[src/rtl/bits_change_recorder.sv]
// bits_change_recorder
// Watches a small bit bus and queues a {timestamp, bits} row whenever the
// bus changes while recording is enabled. A START row is always queued so
// the initial state of the bus is captured. Rows are read out through a
// valid/ready port. A row becomes visible one edge after it is queued.
//
// Optional feature: define BITS_CHANGE_RECORDER_DROP_CNT_EN to add the
// DROPPED_o saturating count of records lost to a full FIFO.
module bits_change_recorder #(
  parameter int WIDTH    = 4,
  parameter int TS_WIDTH = 32,
  parameter int DEPTH    = 16
) (
  input  logic                      clk_i,
  input  logic                      reset_i,
  input  logic                      ENABLE_i,
  input  logic [WIDTH-1:0]          BITS_i,
  input  logic                      rd_ready_i,
  output logic                      rd_valid_o,
  output logic [TS_WIDTH-1:0]       rd_ts_o,
  output logic [WIDTH-1:0]          rd_bits_o,
  output logic                      ACTIVE_o,
  output logic                      OVERFLOW_o,
  output logic [$clog2(DEPTH):0]    COUNT_o
`ifdef BITS_CHANGE_RECORDER_DROP_CNT_EN
  ,
  output logic [15:0]               DROPPED_o
`endif
);

  localparam int AW = $clog2(DEPTH);
  localparam int CW = AW + 1;

  typedef enum logic [1:0] {
    S_IDLE  = 2'd0,
    S_START = 2'd1,
    S_RUN   = 2'd2
  } state_e;

  state_e              state_q, state_d;
  logic                enable_q;
  logic [TS_WIDTH-1:0] ts_q, ts_d;
  logic [WIDTH-1:0]    last_q, last_d;
  logic                ovf_q, ovf_d;
  logic [CW-1:0]       count_q, count_d;
  logic [AW-1:0]       wr_ptr_q, rd_ptr_q;
  logic                fresh_q, fresh_d;

  logic [TS_WIDTH-1:0] mem_ts   [DEPTH];
  logic [WIDTH-1:0]    mem_bits [DEPTH];

  logic                push_req;
  logic [TS_WIDTH-1:0] push_ts;
  logic                push_ok;
  logic                drop;
  logic                pop;
  logic                full;

`ifdef BITS_CHANGE_RECORDER_DROP_CNT_EN
  logic [15:0]         dropped_q, dropped_d;
`endif

  // Next-state logic for the recording FSM.
  always_comb begin
    // NOTE: every variable gets a default first so no path leaves it unassigned (no latch).
    state_d = state_q;
    unique case (state_q)
      S_IDLE:  if (ENABLE_i && !enable_q) state_d = S_START;
      S_START: state_d = ENABLE_i ? S_RUN : S_IDLE;
      S_RUN:   if (!ENABLE_i) state_d = S_IDLE;
      default: state_d = S_IDLE;
    endcase
  end

  // Timestamp, change detection and the push request for this cycle.
  always_comb begin
    ts_d     = ts_q;
    last_d   = last_q;
    push_req = 1'b0;
    push_ts  = '0;
    unique case (state_q)
      S_START: begin
        ts_d     = '0;
        last_d   = BITS_i;
        push_req = 1'b1;
        push_ts  = '0;
      end
      S_RUN: begin
        ts_d     = ts_q + TS_WIDTH'(1);
        last_d   = BITS_i;
        push_req = (BITS_i != last_q);
        push_ts  = ts_d;
      end
      default: ;
    endcase
  end

  // FIFO occupancy, overflow flag and head-visibility bookkeeping.
  always_comb begin
    pop     = rd_valid_o && rd_ready_i;
    full    = (count_q == CW'(DEPTH));
    // A pop in the same cycle frees the slot a full FIFO needs.
    push_ok = push_req && (!full || pop);
    drop    = push_req && !push_ok;

    count_d = count_q;
    if (push_ok && !pop)      count_d = count_q + CW'(1);
    else if (!push_ok && pop) count_d = count_q - CW'(1);

    // The pushed record is the new head only if nothing older remains.
    fresh_d = push_ok && (count_q == CW'(pop));

    ovf_d = ovf_q;
    if (state_q == S_START) ovf_d = 1'b0;
    if (drop)               ovf_d = 1'b1;

`ifdef BITS_CHANGE_RECORDER_DROP_CNT_EN
    dropped_d = dropped_q;
    if (state_q == S_START) dropped_d = '0;
    if (drop && dropped_d != 16'hFFFF) dropped_d = dropped_d + 16'd1;
`endif
  end

  // Control and status registers.
  always_ff @(posedge clk_i or posedge reset_i) begin
    if (reset_i) begin
      state_q  <= S_IDLE;
      enable_q <= 1'b0;
      ts_q     <= '0;
      last_q   <= '0;
      ovf_q    <= 1'b0;
      count_q  <= '0;
      wr_ptr_q <= '0;
      rd_ptr_q <= '0;
      fresh_q  <= 1'b0;
    end else begin
      // NOTE: sequential state uses non-blocking assignments so every register samples pre-edge values.
      state_q  <= state_d;
      enable_q <= ENABLE_i;
      ts_q     <= ts_d;
      last_q   <= last_d;
      ovf_q    <= ovf_d;
      count_q  <= count_d;
      fresh_q  <= fresh_d;
      if (push_ok) wr_ptr_q <= wr_ptr_q + AW'(1);
      if (pop)     rd_ptr_q <= rd_ptr_q + AW'(1);
    end
  end

`ifdef BITS_CHANGE_RECORDER_DROP_CNT_EN
  // Saturating count of dropped records.
  always_ff @(posedge clk_i or posedge reset_i) begin
    if (reset_i) dropped_q <= '0;
    else         dropped_q <= dropped_d;
  end

  assign DROPPED_o = dropped_q;
`endif

  // Record storage.
  // NOTE: the storage array has no reset; a zero count and reset pointers make stale rows unreachable.
  always_ff @(posedge clk_i) begin
    if (push_ok) begin
      mem_ts[wr_ptr_q]   <= push_ts;
      mem_bits[wr_ptr_q] <= BITS_i;
    end
  end

  assign rd_valid_o = (count_q != '0) && !fresh_q;
  assign rd_ts_o    = rd_valid_o ? mem_ts[rd_ptr_q]   : '0;
  assign rd_bits_o  = rd_valid_o ? mem_bits[rd_ptr_q] : '0;
  assign ACTIVE_o   = (state_q != S_IDLE);
  assign OVERFLOW_o = ovf_q;
  assign COUNT_o    = count_q;

endmodule

[config.mk]
export PLATFORM = sky130hd
export DESIGN_NAME = bits_change_recorder
export DESIGN_NICKNAME = d
export VERILOG_FILES = /design/src/rtl/bits_change_recorder.sv
export SDC_FILE = /design/constraint.sdc
export NUM_CORES = 1
export LEC_CHECK = 0
export CAP_MARGIN = 40
export CORE_UTILIZATION = 45
export DETAILED_ROUTE_END_ITERATION = 16
export DONT_BUFFER_PORTS = 1
export PLACE_DENSITY = 0.59
export SYNTH_ARGS = -nofsm -noshare
export SYNTH_HDL_FRONTEND = slang
export SYNTH_SLANG_ARGS = --single-unit
export TNS_END_PERCENT = 100
[constraint.sdc]
create_clock -name clk_i -period 6.2 [get_ports clk_i]
set_input_delay 1.24 -clock clk_i [delete_from_list [all_inputs] [get_ports clk_i]]
set_output_delay 1.24 -clock clk_i [all_outputs]
set_load 0.02 [all_outputs]
* Word-level counts from Yosys, hierarchy flattened
Memories as Yosys holds them, arrays and structs flattened.
Index checks and enable logic that the tools add are counted.
W data, S select, Z words.
** Word-level totals
- Output and inout bits :: 44
- Input port bits :: 8
- Word-level logic and storage cells :: 60
- Memories :: 2
- Bits in latches :: 0
- Register bits :: 54
- Bits in writable memories :: 576
- Memory bits (read-only) :: 0
** Operators by class
- Magnitude comparators :: 0
- Shift-type cells :: 0
- Reduce and logical (&&, ||, !) cells :: 22
- $mul :: 0
- Bitwise gates (word level) :: 0
- Muxes and demuxes :: 15
- Add/subtract/negate cells :: 5
- Equality and inequality tests :: 7
- Div/mod/pow operators :: 0
** Memories
- mem_ts :: depth 16, width 32, rd ports 1, clocked after Yosys merged registers in 0, wr ports 1, line 49 : logic [TS_WIDTH-1:0] mem_ts [DEPTH];
- mem_bits :: depth 16, width 4, rd ports 1, clocked after Yosys merged registers in 0, wr ports 1, line 50 : logic [WIDTH-1:0] mem_bits [DEPTH];
** Operators with widths (count)
- $mux W32 :: 2
- $pmux W32 S2 :: 1
- $add A32 B1 Y32 const B :: 1
- $mux W5 :: 2
- $add A4 B1 Y4 const B :: 2
- $logic_and A1 B1 Y1 :: 8
- $reduce_bool A2 Y1 :: 4
- $mux W2 :: 3
- $pmux W2 S3 :: 1
- $add A5 B1 Y5 const B :: 1
- $eq A5 B1 Y1 :: 1
- $eq A5 B5 Y1 const B :: 1
- $logic_not A1 Y1 :: 5
- $reduce_bool A5 Y1 :: 1
- $sub A5 B1 Y5 const B :: 1
- $mux W1 :: 4
- $mux W4 :: 1
- $ne A2 B2 Y1 const B :: 2
- $ne A4 B4 Y1 :: 1
- $eq A2 B1 Y1 const B :: 1
- $eq A2 B2 Y1 const B :: 1
- $logic_not A2 Y1 :: 1
- $pmux W1 S2 :: 1
- $reduce_and A2 Y1 :: 1
- 2 further kinds :: 2

* Logic depth before layout (Yosys ltp)
- Depth after elaboration :: 9
- Depth in mapped cells :: 13
- Depth with buffers taken out :: 12

* Worst setup path after synthesis
Ideal clock, no wire load.
- Path kind :: input -> register
- Start :: in BITS_i[2]
- End :: mem mem_bits[3][0], enable pin
- Data required time :: 5.726 ns
- Path slack :: 1.179 ns
- Data arrival time :: 4.547 ns
- Cell stages on the path :: 6
- Path through :: xnor2_1 -> a41oi_1 -> o21a_1 -> clkbuf_1 -> nand2_1 -> nor3_1
** On the way
- Word-level cells in the longest chain between the ends :: 5
** Ends and longest elaborated chain
- start, declared :: line 17 : input logic [WIDTH-1:0] BITS_i,
- $ne A4 B4 Y1 :: line 91 : push_req = (BITS_i != last_q);
- $pmux W1 S2 :: line 81 : unique case (state_q)
- $logic_and A1 B1 Y1 :: line 103 : push_ok = push_req && (!full || pop);
- $mux W1 :: line 163 : if (push_ok) begin
- $mux W1 (implied by the code) :: line 165 : mem_bits[wr_ptr_q] <= BITS_i;
- end, declared :: line 50
No other way between the ends.

* Final worst setup path
- Start :: reg rd_ptr_q[1]
- End :: out rd_bits_o[3]
** On the way
- Word-level cells in the longest chain between the ends :: 2
** Ends and longest elaborated chain
- start, declared :: line 46 : logic [AW-1:0] wr_ptr_q, rd_ptr_q;
- start signal, assigned :: line 146 : if (pop) rd_ptr_q <= rd_ptr_q + AW'(1);
- $mem_v2 Z16 W4
- $mux W4 :: line 171 : assign rd_bits_o = rd_valid_o ? mem_bits[rd_ptr_q] : '0;
- end, declared :: line 21 : output logic [WIDTH-1:0] rd_bits_o,
No other way between the ends.

==> metrics.txt <==
Via density=about 5.8; Setup crit start kind=flop; CP required=4960 ps; Crit. Startpoint=rd_ptr_q[1]$_DFFE_PP0P_; Total GRT Usage=about 20%; Max stage delay on crit path=600 ps; HPWL Detailed=roughly 32000 um; Pint=between 8000 and 9000 uW; CTS sink cnt=630; DIE AREA=around 0.057 mm^2; Longest Clk Path Bufs=3; Final Critical Period=~4200 ps; hold_sp=last_q[2]$_DFFE_PP0N_; largest net degree at the start of global routing=55; setup bufs post-CTS=0; Max FO, Critical Path=21; slowest stage cell, crit path=and2_2; Port Buffers=0; DRC Markers=0; layout cell share with drive strength beyond 1=roughly a quarter; WL/cell=26.13 um; worst setup path end=rd_bits_o[3]; R2R Path Start=state_q[1]$_DFFE_PP0P_; Crit path buffers/inverters=1; vias in the first global route=about 13000; Leak Pwr=slightly above 0.009 uW; Root Driver=clkbuf_16; area leader, netlist=edfxtp_1; Syn Area/Cell=19.53 um^2; Max VDD drop=roughly 300 uV; Starting DRT DRC Count=1248; final setup margin=2014 ps; CTS tree=done; family with the most delay on the worst path=compound AO/OA/AOI/OAI gates; synth top area cells=edfxtp_1, mux4_2, dfrtp_1; row cnt=86; Die Y=about 240 um; CP Capture Type=output pin; most frequent cells in the layout=edfxtp_1, mux4_2, a22oi_1; Setup Skew=~19 ps; clock share of power=between 30% and 40%; register bit total from synthesis=630; CTS Buf Count=66; Syn Nets=around 1300; GP Congestion=0.7809; dpl ws=between 2000 and 2500 ps; initial core utilization=between 40% and 50%; Core Region=approximately 0.055 mm^2; setup slack, reg-to-reg=about 2300 ps; diode count=0; async set-reset flop share out of synthesis=under 10%; status=finished, final reports clean; Max-Cap Viols=0; final WL=roughly 56000 um; yosys warns=0; Worst Tran Pin Value=about 920 ps; total gr overflow=0; FF-to-FF End=mem_bits[14][1]$_DFFE_PP_; Sw Ratio=between 30 and 40%; Gate Count Post-Synth=~1300; Yosys cell types=53; Final nets=about 1400; RSZ-0062 raised after global routing=false; share of power burned in combinational logic=around 28%; DR pass1 iterations=5; Critical Path AT=2950 ps; CTS resizes=0; main flop type after synthesis=edfxtp_1; Crit Path Category=flop to output pin; Fin. Hold Viols=0; # setup viols final=0; CTS clock-pin slew for the worst setup and hold paths=roughly 60 ps; sequential share of the synthesized area=between 70 and 80%; fmax=roughly 240 MHz; Psw=around 3800 uW; Hold Slack=about 530 ps; Slew HR=a little under two fifths; most common cell after layout, fill and taps aside=edfxtp_1; DR vias=approximately 12000; CTS H-tree lvls=3; worst min path class=flop to flop; Reg power frac=just over 40%; Worst R2R Path Depth=7; setup_tns=0 ps; Area Overhead vs Synth=13.56%; Hold-fix buffers, CTS=0; Yosys top cell area share=between 60 and 70%; period utilization=67.51%; number of synthesized flops with an enable pin=between 500 and 600; synthesized area=approximately 0.025 mm^2; DIE WIDTH=approximately 240 um; global-route wire length before repair=about 85000 um; crit-path cells=and2_2, buf_4, a22oi_1, a21oi_1; Final ANT Viol Nets=0; antenna violations before repair=0; fin. max-slew vios=0; number of top-level pins=52; PwrDens=~430 mW/mm^2; clock latency on the worst-skew pair=about 600 ps; Critical Path Stages=4
[cell families after synthesis]
family | synth area share (%)
AOI/OAI and AO/OA | 4.416
xor gates and xnor gates | 1.292
adders and majority gates | 0.7785
buffers and inverters | 1.652
DFF | 74.37
muxes | 13.59
and+or+nand+nor | 3.897
[flip-flops by register name (all words and copies together) (netlist names)]
register,count
mem_ts,512
mem_bits,64
ts_q,32
COUNT_o,5
last_q,4
rd_ptr_q,4
wr_ptr_q,4
state_q,2
OVERFLOW_o,1
enable_q,1
fresh_q,1
[power groups by stage]
stage / Combinational [uW] / Sequential (uW) / Clock, uW
global route: 3670 / 5000 / 4080
detailed placement: 3480 / 5070 / 0
CTS: 3480 / 4990 / 3910
floorplan: 2550 / 4990 / 0
global placement: 3210 / 5220 / 0
finish: 3400 / 4980 / 3850
[Yosys cell counts (all sizes together), types with 2 or more instances]
cell / number
mux2: 12
o311ai: 11
a31oi: 2
o21ai: 15
a211o: 3
nor3: 11
o31ai: 2
buf: 33
nand4: 20
a41oi: 2
o21a: 3
nor2b: 5
nand2b: 6
or3: 2
clkbuf: 43
a22oi: 72
dfrtp: 54
and2: 7
mux2i: 3
a21oi: 41
xor2: 15
or4: 3
ha: 14
mux4: 144
xnor2: 22
nand2: 30
o22ai: 3
nor4: 7
inv: 23
and3: 21
o211ai: 2
or2: 2
nand3: 26
edfxtp: 576
nor2: 40
[through the flow]
step	area [um^2]	utilization, %	power [uW]	instances
finish	28470	51.68	12230	2135
global route	28470	51.68	12760	2135
CTS	28470	51.67	12380	2134
detailed placement	26370	47.87	8550	2015
global placement	26010	47.21	8438	1987
floorplan	25070	-	7544	1284
[layout make-up]
type | count | area, um^2
Clock buffer | 90 | 1848
Inverter | 23 | 86.33
Tap cell | 748 | 935.9
Sequential cell | 630 | 18660
Multi-Input combinational cell | 555 | 6060
Timing Repair Buffer | 60 | 641.9
Fill cell | 4422 | 26620
Clock inverter | 29 | 246.5
[how the worst min path moves through the flow]
stage | end | slack [ps] | depth (start not counted)
2_1_floorplan | state_q[1]$_DFFE_PP0P_ | 490 | 1
3_3_place_gp | last_q[0]$_DFFE_PP0N_ | 510 | 1
3_5_place_dp | last_q[2]$_DFFE_PP0N_ | 520 | 1
4_1_cts | last_q[2]$_DFFE_PP0N_ | 530 | 1
5_1_grt | last_q[2]$_DFFE_PP0N_ | 550 | 1
6_report | last_q[2]$_DFFE_PP0N_ | 530 | 1
[layer usage]
layer | vias to the layer above | share of wire [%] | track usage [%]
met3 | 78 | 5.8 | 3.690
met5 | - | 0 | 0
met2 | 324 | 47 | 31.55
li1 | 5403 | - | -
met1 | 6667 | 45 | 30.00
met4 | 0 | 1.9 | 6.216
(Power assumes the default switching activity.)
